File: config.mk
export PLATFORM = sky130hd
export DESIGN_NAME = wb_commit_stage
export DESIGN_NICKNAME = d
export VERILOG_FILES = /design/src/rtl/wb_pkg.sv /design/src/rtl/wb_commit_stage_exc_prio.sv /design/src/rtl/wb_commit_stage.sv
export SDC_FILE = /design/constraint.sdc
export NUM_CORES = 1
export LEC_CHECK = 0
export CORE_AREA = 2 2 219 221
export CTS_CLUSTER_DIAMETER = 60
export CTS_CLUSTER_SIZE = 10
export DETAILED_ROUTE_END_ITERATION = 12
export DIE_AREA = 0 0 221 223
export GPL_ROUTABILITY_DRIVEN = 0
export GPL_TIMING_DRIVEN = 0
export PLACE_DENSITY = 0.48
export SYNTH_ARGS = -nofsm -noshare
export SYNTH_HDL_FRONTEND = slang
export SYNTH_SLANG_ARGS = --single-unit
File: constraint.sdc
create_clock -name clk -period 7.6 [get_ports clk]
set_input_delay 2.28 -clock clk [delete_from_list [all_inputs] [get_ports clk]]
set_output_delay 2.28 -clock clk [all_outputs]
set_load 0.01 [all_outputs]
File: src/rtl/wb_pkg.sv
// wb_pkg: shared encodings for the writeback/commit stage.
// CSR op codes, FSM state type, ERA CSR number and the exception
// priority -> ecode/esubcode table (index 0 = highest priority).
package wb_pkg;

  localparam logic [1:0] CSR_NONE = 2'b00;
  localparam logic [1:0] CSR_RD   = 2'b01;
  localparam logic [1:0] CSR_WR   = 2'b10;
  localparam logic [1:0] CSR_XCHG = 2'b11;

  localparam logic [13:0] CSR_ERA = 14'h6;

  typedef enum logic [1:0] {
    S_IDLE    = 2'd0,
    S_CSRWAIT = 2'd1,
    S_COMMIT  = 2'd2
  } wb_state_e;

  // Priority slot -> ecode. Slots 6/7 are spare extension sources.
  function automatic logic [5:0] exc_ecode(input int idx);
    case (idx)
      0:       exc_ecode = 6'h00; // INT
      1:       exc_ecode = 6'h08; // ADEF
      2:       exc_ecode = 6'h0D; // INE
      3:       exc_ecode = 6'h0B; // SYS
      4:       exc_ecode = 6'h0C; // BRK
      5:       exc_ecode = 6'h09; // ALE
      6:       exc_ecode = 6'h07;
      default: exc_ecode = 6'h3F;
    endcase
  endfunction

  // None of the defined sources carry a sub-code.
  function automatic logic [8:0] exc_esubcode(input int idx);
    exc_esubcode = (idx > 7) ? 9'h1FF : 9'h000;
  endfunction

endpackage

File: src/rtl/wb_commit_stage_exc_prio.sv
// wb_exc_prio: NUM_EXC-bit priority encoder; the lowest set bit selects
// ecode/esubcode from the package table.
module wb_exc_prio
  import wb_pkg::*;
#(
  parameter int NUM_EXC = 6
) (
  input  logic [NUM_EXC-1:0] i_exc,
  output logic               o_any,
  output logic [5:0]         o_ecode,
  output logic [8:0]         o_esubcode
);

  // Scan from lowest priority upward so the lowest set bit wins last.
  always_comb begin
    o_any      = |i_exc;
    o_ecode    = 6'h00;
    o_esubcode = 9'h000;
    for (int i = NUM_EXC - 1; i >= 0; i--) begin
      if (i_exc[i]) begin
        o_ecode    = exc_ecode(i);
        o_esubcode = exc_esubcode(i);
      end
    end
  end

endmodule

File: src/rtl/wb_commit_stage.sv
// wb_commit_stage: final pipeline stage. Holds one instruction, waits
// CSR_LAT cycles for CSR reads, then retires it: RF write, CSR write,
// exception or ertn flush. Optional macro WB_RETIRE_CNT_EN builds the
// 64-bit retired-instruction counter; otherwise retire_cnt is tied to 0.
module wb_commit_stage
  import wb_pkg::*;
#(
  parameter int PC_W    = 32,
  parameter int NUM_EXC = 6,
  parameter int CSR_LAT = 1
) (
  input  logic               clk,
  input  logic               reset,
  input  logic               ms_to_ws_valid,
  output logic               ws_allowin,
  input  logic [PC_W-1:0]    ms_pc,
  input  logic [PC_W-1:0]    ms_result,
  input  logic [PC_W-1:0]    ms_vaddr,
  input  logic [4:0]         ms_dest,
  input  logic               ms_gr_we,
  input  logic [NUM_EXC-1:0] ms_exc,
  input  logic               ms_ertn,
  input  logic [1:0]         ms_csr_op,
  input  logic [13:0]        ms_csr_num,
  input  logic [PC_W-1:0]    ms_rj,
  input  logic [PC_W-1:0]    ms_rkd,
  output logic               csr_re,
  output logic               csr_we,
  output logic [13:0]        csr_num,
  output logic [PC_W-1:0]    csr_wmask,
  output logic [PC_W-1:0]    csr_wvalue,
  input  logic [PC_W-1:0]    csr_rvalue,
  output logic               wb_ex,
  output logic               ertn_flush,
  output logic [5:0]         wb_ecode,
  output logic [8:0]         wb_esubcode,
  output logic [PC_W-1:0]    wb_pc,
  output logic [PC_W-1:0]    wb_vaddr,
  output logic               rf_we,
  output logic [4:0]         rf_waddr,
  output logic [PC_W-1:0]    rf_wdata,
  output logic [PC_W-1:0]    debug_wb_pc,
  output logic [3:0]         debug_wb_rf_we,
  output logic [4:0]         debug_wb_rf_wnum,
  output logic [PC_W-1:0]    debug_wb_rf_wdata,
  output logic [63:0]        retire_cnt
);

  localparam logic [1:0] LAT = 2'(CSR_LAT);

  wb_state_e          r_state;
  logic               r_valid;
  logic [1:0]         r_cnt;
  logic [PC_W-1:0]    r_pc, r_result, r_vaddr, r_rj, r_rkd;
  logic [4:0]         r_dest;
  logic               r_gr_we;
  logic [NUM_EXC-1:0] r_exc;
  logic               r_ertn;
  logic [1:0]         r_csr_op;
  logic [13:0]        r_csr_num;

  logic               w_commit, w_exc_any, w_flush, w_cap, w_csr_wait;
  logic [5:0]         w_ecode;
  logic [8:0]         w_esubcode;

  wb_exc_prio #(.NUM_EXC(NUM_EXC)) u_exc_prio (
    .i_exc      (r_exc),
    .o_any      (w_exc_any),
    .o_ecode    (w_ecode),
    .o_esubcode (w_esubcode)
  );

  assign w_commit   = (r_state == S_COMMIT);
  assign w_flush    = w_commit && (w_exc_any || r_ertn);
  assign ws_allowin = !r_valid || w_commit;
  // A flushing instruction kills whatever upstream offers alongside it.
  assign w_cap      = ms_to_ws_valid && ws_allowin && !w_flush;
  // Faulting instructions never wait on the CSR read.
  assign w_csr_wait = (ms_csr_op != CSR_NONE) && (CSR_LAT > 0) && !(|ms_exc);

  // Stage FSM and CSR latency counter.
  always_ff @(posedge clk or posedge reset) begin
    if (reset) begin
      r_state <= S_IDLE;
      r_valid <= 1'b0;
      r_cnt   <= 2'd0;
    end else if (w_cap) begin
      r_valid <= 1'b1;
      if (w_csr_wait) begin
        r_state <= S_CSRWAIT;
        r_cnt   <= LAT;
      end else begin
        r_state <= S_COMMIT;
        r_cnt   <= 2'd0;
      end
    end else begin
      case (r_state)
        S_CSRWAIT: begin
          if (r_cnt == 2'd1) begin
            r_state <= S_COMMIT;
            r_cnt   <= 2'd0;
          end else begin
            r_cnt <= r_cnt - 2'd1;
          end
        end
        S_COMMIT: begin
          r_state <= S_IDLE;
          r_valid <= 1'b0;
        end
        default: ;
      endcase
    end
  end

  // Capture all upstream fields together on handshake.
  always_ff @(posedge clk or posedge reset) begin
    if (reset) begin
      r_pc      <= '0;
      r_result  <= '0;
      r_vaddr   <= '0;
      r_rj      <= '0;
      r_rkd     <= '0;
      r_dest    <= '0;
      r_gr_we   <= 1'b0;
      r_exc     <= '0;
      r_ertn    <= 1'b0;
      r_csr_op  <= CSR_NONE;
      r_csr_num <= '0;
    end else if (w_cap) begin
      r_pc      <= ms_pc;
      r_result  <= ms_result;
      r_vaddr   <= ms_vaddr;
      r_rj      <= ms_rj;
      r_rkd     <= ms_rkd;
      r_dest    <= ms_dest;
      r_gr_we   <= ms_gr_we;
      r_exc     <= ms_exc;
      r_ertn    <= ms_ertn;
      r_csr_op  <= ms_csr_op;
      r_csr_num <= ms_csr_num;
    end
  end

  // CSR port: read address held for the whole residency, write only at commit.
  assign csr_re     = r_valid && ((r_csr_op != CSR_NONE) || r_ertn);
  assign csr_num    = r_ertn ? CSR_ERA : r_csr_num;
  assign csr_we     = w_commit && !w_exc_any && ((r_csr_op == CSR_WR) || (r_csr_op == CSR_XCHG));
  assign csr_wmask  = (r_csr_op == CSR_XCHG) ? r_rj : {PC_W{1'b1}};
  assign csr_wvalue = r_rkd;

  assign wb_ex       = w_commit && w_exc_any;
  assign ertn_flush  = w_commit && r_ertn && !w_exc_any;
  assign wb_ecode    = w_ecode;
  assign wb_esubcode = w_esubcode;
  assign wb_pc       = r_pc;
  assign wb_vaddr    = r_vaddr;

  assign rf_we    = r_gr_we && w_commit && !w_exc_any;
  assign rf_waddr = r_dest;
  assign rf_wdata = (r_csr_op != CSR_NONE) ? csr_rvalue : r_result;

  assign debug_wb_pc       = r_pc;
  assign debug_wb_rf_we    = {4{rf_we}};
  assign debug_wb_rf_wnum  = rf_waddr;
  assign debug_wb_rf_wdata = rf_wdata;

`ifdef WB_RETIRE_CNT_EN
  logic [63:0] r_retire_cnt;

  // Count every commit that does not raise an exception; wraps at 2^64.
  always_ff @(posedge clk or posedge reset) begin
    if (reset)
      r_retire_cnt <= 64'd0;
    else if (w_commit && !w_exc_any)
      r_retire_cnt <= r_retire_cnt + 64'd1;
  end

  assign retire_cnt = r_retire_cnt;
`else
  assign retire_cnt = 64'd0;
`endif

endmodule

==> Yosys cells after proc, flatten, opt, wreduce, memory -nomap -nowiden <==
Index checks and enable logic that the tools add are counted.
{ "word_totals": {"reg_bits": 194} }
{ "op_classes": {"addsub": 1, "eq_ne": 6, "mux": 19, "reduce_logical": 28} }
{ "ops": {"columns": ["op", "n"], "rows": [
  ["2-to-1 mux 32 bit", 2],
  ["2-to-1 mux 6 bit", 5],
  ["2-to-1 mux 14 bit", 1],
  ["logical AND 1 bit", 12],
  ["2-to-1 mux 2 bit", 6],
  ["OR reduction 6 bit", 2],
  ["nonzero test 2 bit", 4],
  ["== test 2 bit, second input constant", 3],
  ["== test 2 x 1 -> 1 bit, second input constant", 2],
  ["logical NOT 1 bit", 4],
  ["logical OR 1 bit", 4],
  ["2-to-1 mux 4 bit", 1],
  ["case mux 2 bit (2 select lines)", 1],
  ["2-to-1 mux 1 bit", 3],
  ["!= test 3 bit, second input constant", 1],
  ["nonzero test 3 bit", 1],
  ["AND reduction 2 bit", 1],
  ["subtractor 2 x 1 -> 2 bit, second input constant", 1]
]} }

==> Logic depth before layout (Yosys ltp) <==
{ "depth": {"depth_word": 7, "depth_mapped": 7, "mapped_depth_nobuf": 5} }

==> Hierarchy <==
From an unflattened synthesis, not the netlist that was laid out.
{ "hier_totals": {"cells_unflattened": 687, "area_unflattened_um2": 9844.4} }
{ "modules_own_cells": {"columns": ["module", "instances", "cells_each", "area_each_um2", "seq_area_each_um2"], "rows": [
  ["wb_commit_stage", 1, 664, 9691.8, 4854.7],
  ["wb_exc_prio", 1, 23, 152.6, 0.0]
]} }

==> Worst setup path after synthesis <==
Ideal clock, no wire load.
{ "synth_timing": {"path_type": "input to output", "startpoint": "input port csr_rvalue[10]", "endpoint": "output port rf_wdata[10]", "t_arrival_ns": 2.713, "slack_ns": 2.607, "stages": 2, "path_cell_list": "mux2_2 -> buf_4"} }
{ "synth_between": {"elab_chain_cells": 1} }
{ "synth_rtl": {"columns": ["element", "line", "text"], "rows": [
  ["from (decl)", "wb_commit_stage.sv:32", "input logic [PC_W-1:0] csr_rvalue,"],
  ["2-to-1 mux 32 bit", "wb_commit_stage.sv:160", "assign rf_wdata = (r_csr_op != CSR_NONE) ? csr_rvalue : r_result;"],
  ["to (decl)", "wb_commit_stage.sv:41", "output logic [PC_W-1:0] rf_wdata,"]
]} }
Every way passes these cells.

==> Worst setup path in the final report <==
{ "layout_timing": {"startpoint": "input port csr_rvalue[30]", "endpoint": "output port rf_wdata[30]"} }
Same word-level chain as after synthesis.

==> summary.md <==
| Metric | Value |
|---|---|
| Async S/R FF share, synth | 100% |
| Total CTS buffers | 17 |
| FF/Latch Area | 4850 sq um |
| Worst slew margin | 33.2% |
| Crit path top cell by count | clkdlybuf4s50_1 |
| Slew @ Worst Pin | 0.998 ns |
| FMAX | 0.168 GHz |
| Post-synthesis sequential area ratio | 52.2% |
| Initial antenna violation count | 1 |
| Mapped Cells | 692 |
| PortBufs | 485 |
| Share of layout cells above drive strength 1 | 26.6% |
| Die width | 221 microns |
| Clk root buf | clkbuf_16 |
| Core Region | 47100 sq um |
| DRT iter0 DRCs | 234 |
| WP data required | 5.32 ns |
| Via count | 7008 |
| VDD IR max | 0.123 mV |
| EDFF count, synth | 0 |
| RSZ-0062 raised after global routing | no |
| CP Launch Type | primary input |
| Top Ports | 561 |
| Setup bufs post-CTS | 0 |
| Largest net degree at the start of global routing | 99 |
| Post-layout util | 33.6% |
| Slowest CP cell | clkdlybuf4s50_1 |
| Initial core utilization | 19.7% |
| CP arrival | 3.66 ns |
| Post-cts sizing count | 0 |
| Worst path max stage delay | 0.47 ns |
| Routed Antenna Nets | 0 |
| Post-Route Skew | 0.0139 ns |
| Post-DP HPWL | 24500 microns |
| Die Y | 223 microns |
| Filler cell count in the final layout | 4696 |
| Nets | 1496 |
| Power density cells | 164 nW/um^2 |
| Yosys reg bits | 194 |
| Leak | 7.12 nW |
| CTS sink cnt | 194 |
| Setup CP Type | in -> out |
| Vias/cell | 3.69 |
| First-pass GRT wire length | 46700 microns |
| Cts hold-fix bufs | 0 |
| Max capacitance violation total | 0 |
| Clk_lat worst skew | 0.48 ns |
| Inst Count DP | 1867 |
| Hold Fails Final Rpt | 0 |
| WL final | 31600 microns |
| Post-route DRC | 0 |
| Max Transition Viols Final | 0 |
| Worst Hold Class | reg -> reg |
| Number of global-route vias before repair | 7307 |
| Tcrit/Tclk final | 78.2% |
| Worst Setup End Kind | output port |
| GR Overflow Total | 0 |
| Post-Layout Cell Count | 1900 |
| DIE AREA | 49300 sq um |
| Worst flop-to-flop path startpoint | r_exc[2]$_DFFE_PP0P_ |
| Cell Area, Synth | 9300 sq um |
| Critical Path Fanout Max | 2 |
| Multi-input logic area | 3340 sq um |
| Final setup fails | 0 |
| Initial DRT Pass Iterations | 4 |
| P&R area growth vs syn | 70.4% |
| H-tree level count | 4 |
| Post-DR wirelength/cell | 16.6 microns |
| Syn. warnings | 0 |
| Status | complete, no violations |
| CTS tree | done |
| Hold Startpoint | r_rj[29]$_DFFE_PP0P_ |
| Unique masters post-synth | 31 |
| Longest Clk Path Bufs | 2 |
| Worst Setup SP | csr_rvalue[30] |
| Global Route Usage Sum | 12.8% |
| CP cell instances | clkdlybuf4s50_1 -> mux2_2 -> buf_4 -> clkdlybuf4s50_1 |
| Ys flop type | dfrtp_1 |
| Reg clk slew, reported paths | 0.07 ns |
| Row count | 80 |
| Fin crit period | 5.94 ns |
| Synth Area per Inst | 13.4 sq um |
final cells by class:
cell class              count  share of cell area (%)
clock inverters            13                    1.04
diodes                      1                  0.0158
clock buffers              19                    2.80
inverters                   4                   0.142
multi-input cells         392                    21.1
repair buffers            486                    30.8
plain buffers             176                    8.58
well taps                 615                    4.86
flip-flops and latches    194                    30.6
state kept, by name, summed over array words and instances, names as in the netlist:
signal	flops
csr_wvalue	32
debug_wb_pc	32
debug_wb_rf_wnum	5
r_cnt	2
r_csr_num	14
r_csr_op	2
r_ertn	1
r_exc	6
r_gr_we	1
r_result	32
r_rj	32
r_state	2
r_valid	1
wb_vaddr	32
Yosys cell counts, drive strengths merged, types with 2 or more instances:
cell type	count	area share (%)
mux2	214	26
nand2b	4	0.27
inv	4	0.16
nor3	3	0.28
buf	169	14
clkbuf	7	0.28
dfrtp	194	52
and2	4	0.27
nor2b	15	1.0
a21o	2	0.16
a22o	7	0.66
nand2	5	0.20
nor2	10	0.40
o211ai	2	0.16
a21oi	6	0.32
or2	35	2.4
metrics by stage:
step	hold WS, ns	setup WS (ns)	area, sq um	setup TNS (ns)	power, mW
floorplan	0.450	0.0361	9570	0	1.34
global placement	0.459	-3.51	15200	-674.54	1.65
detailed placement	0.467	1.67	15200	0	1.66
CTS	0.483	1.67	15800	0	2.66
global route	0.492	1.64	15800	0	2.73
finish	0.479	1.66	15800	0	2.60
layout by cell type (no fill, tap or decap), types with 3 or more instances in the layout:
master / Yosys / layout
a21oi_1: 6 / 6
a22o_1: 7 / 7
and2_1: 4 / 4
buf_4: 154 / 154
buf_6: 14 / 14
clkbuf_1: 7 / 8
clkbuf_16: 0 / 17
clkdlybuf4s50_1: 0 / 485
conb_1: 1 / 75
dfrtp_1: 194 / 194
inv_1: 4 / 3
inv_6: 0 / 5
inv_8: 0 / 3
mux2_1: 111 / 111
mux2_2: 103 / 103
nand2_1: 5 / 5
nand2b_1: 4 / 4
nor2_1: 10 / 10
nor2b_1: 15 / 15
or2_2: 35 / 35
cell families (layout without fill, tap and decap cells):
group | count (synthesis) | count (layout) | share of synthesized area [%]
mux | 214 | 214 | 25.9
flops | 194 | 194 | 52.2
simple gates | 78 | 78 | 4.98
compound gates | 23 | 23 | 1.80
buf+inv | 180 | 698 | 14.8
other cells | 1 | 76 | 0.0403
fa+ha+maj | 2 | 2 | 0.242
worst paths after layout:
kind | slack [ns] | depth (start not counted) | to
max in group asynchronous | 4.28 | 3 | r_rj[13]$_DFFE_PP0P_
min in group asynchronous | 2.31 | 2 | debug_wb_pc[27]$_DFFE_PP0P_
hold reg to reg | 0.48 | 1 | r_rj[29]$_DFFE_PP0P_
hold / removal | 0.48 | 1 | r_rj[29]$_DFFE_PP0P_
setup / recovery | 1.66 | 4 | rf_wdata[30]
setup reg to reg | 5.09 | 7 | r_rj[27]$_DFFE_PP0P_
metal layers:
metal  track usage [%]  part of all wire, %  vias to the layer above
met1              14.4                   40                     3338
li1                  -                    -                     3291
met4              4.89                  1.9                        2
met3              5.83                  9.5                       32
met5                 0                0.054                        -
met2              21.1                   49                      345
power breakdown:
part | switching, mW | leakage, nW | internal (mW)
Clock | 0.460 | 0.300 | 0.506
Combinational | 0.180 | 4.32 | 0.336
Sequential | 0.0317 | 2.50 | 1.08
Total | 0.672 | 7.12 | 1.93
worst max-delay path, delay by kind of cell:
kind	cells	cell delay (ns)
buf+inv	3	1.05
mux	1	0.33
No activity file was read; power rests on OpenSTA's default activity.
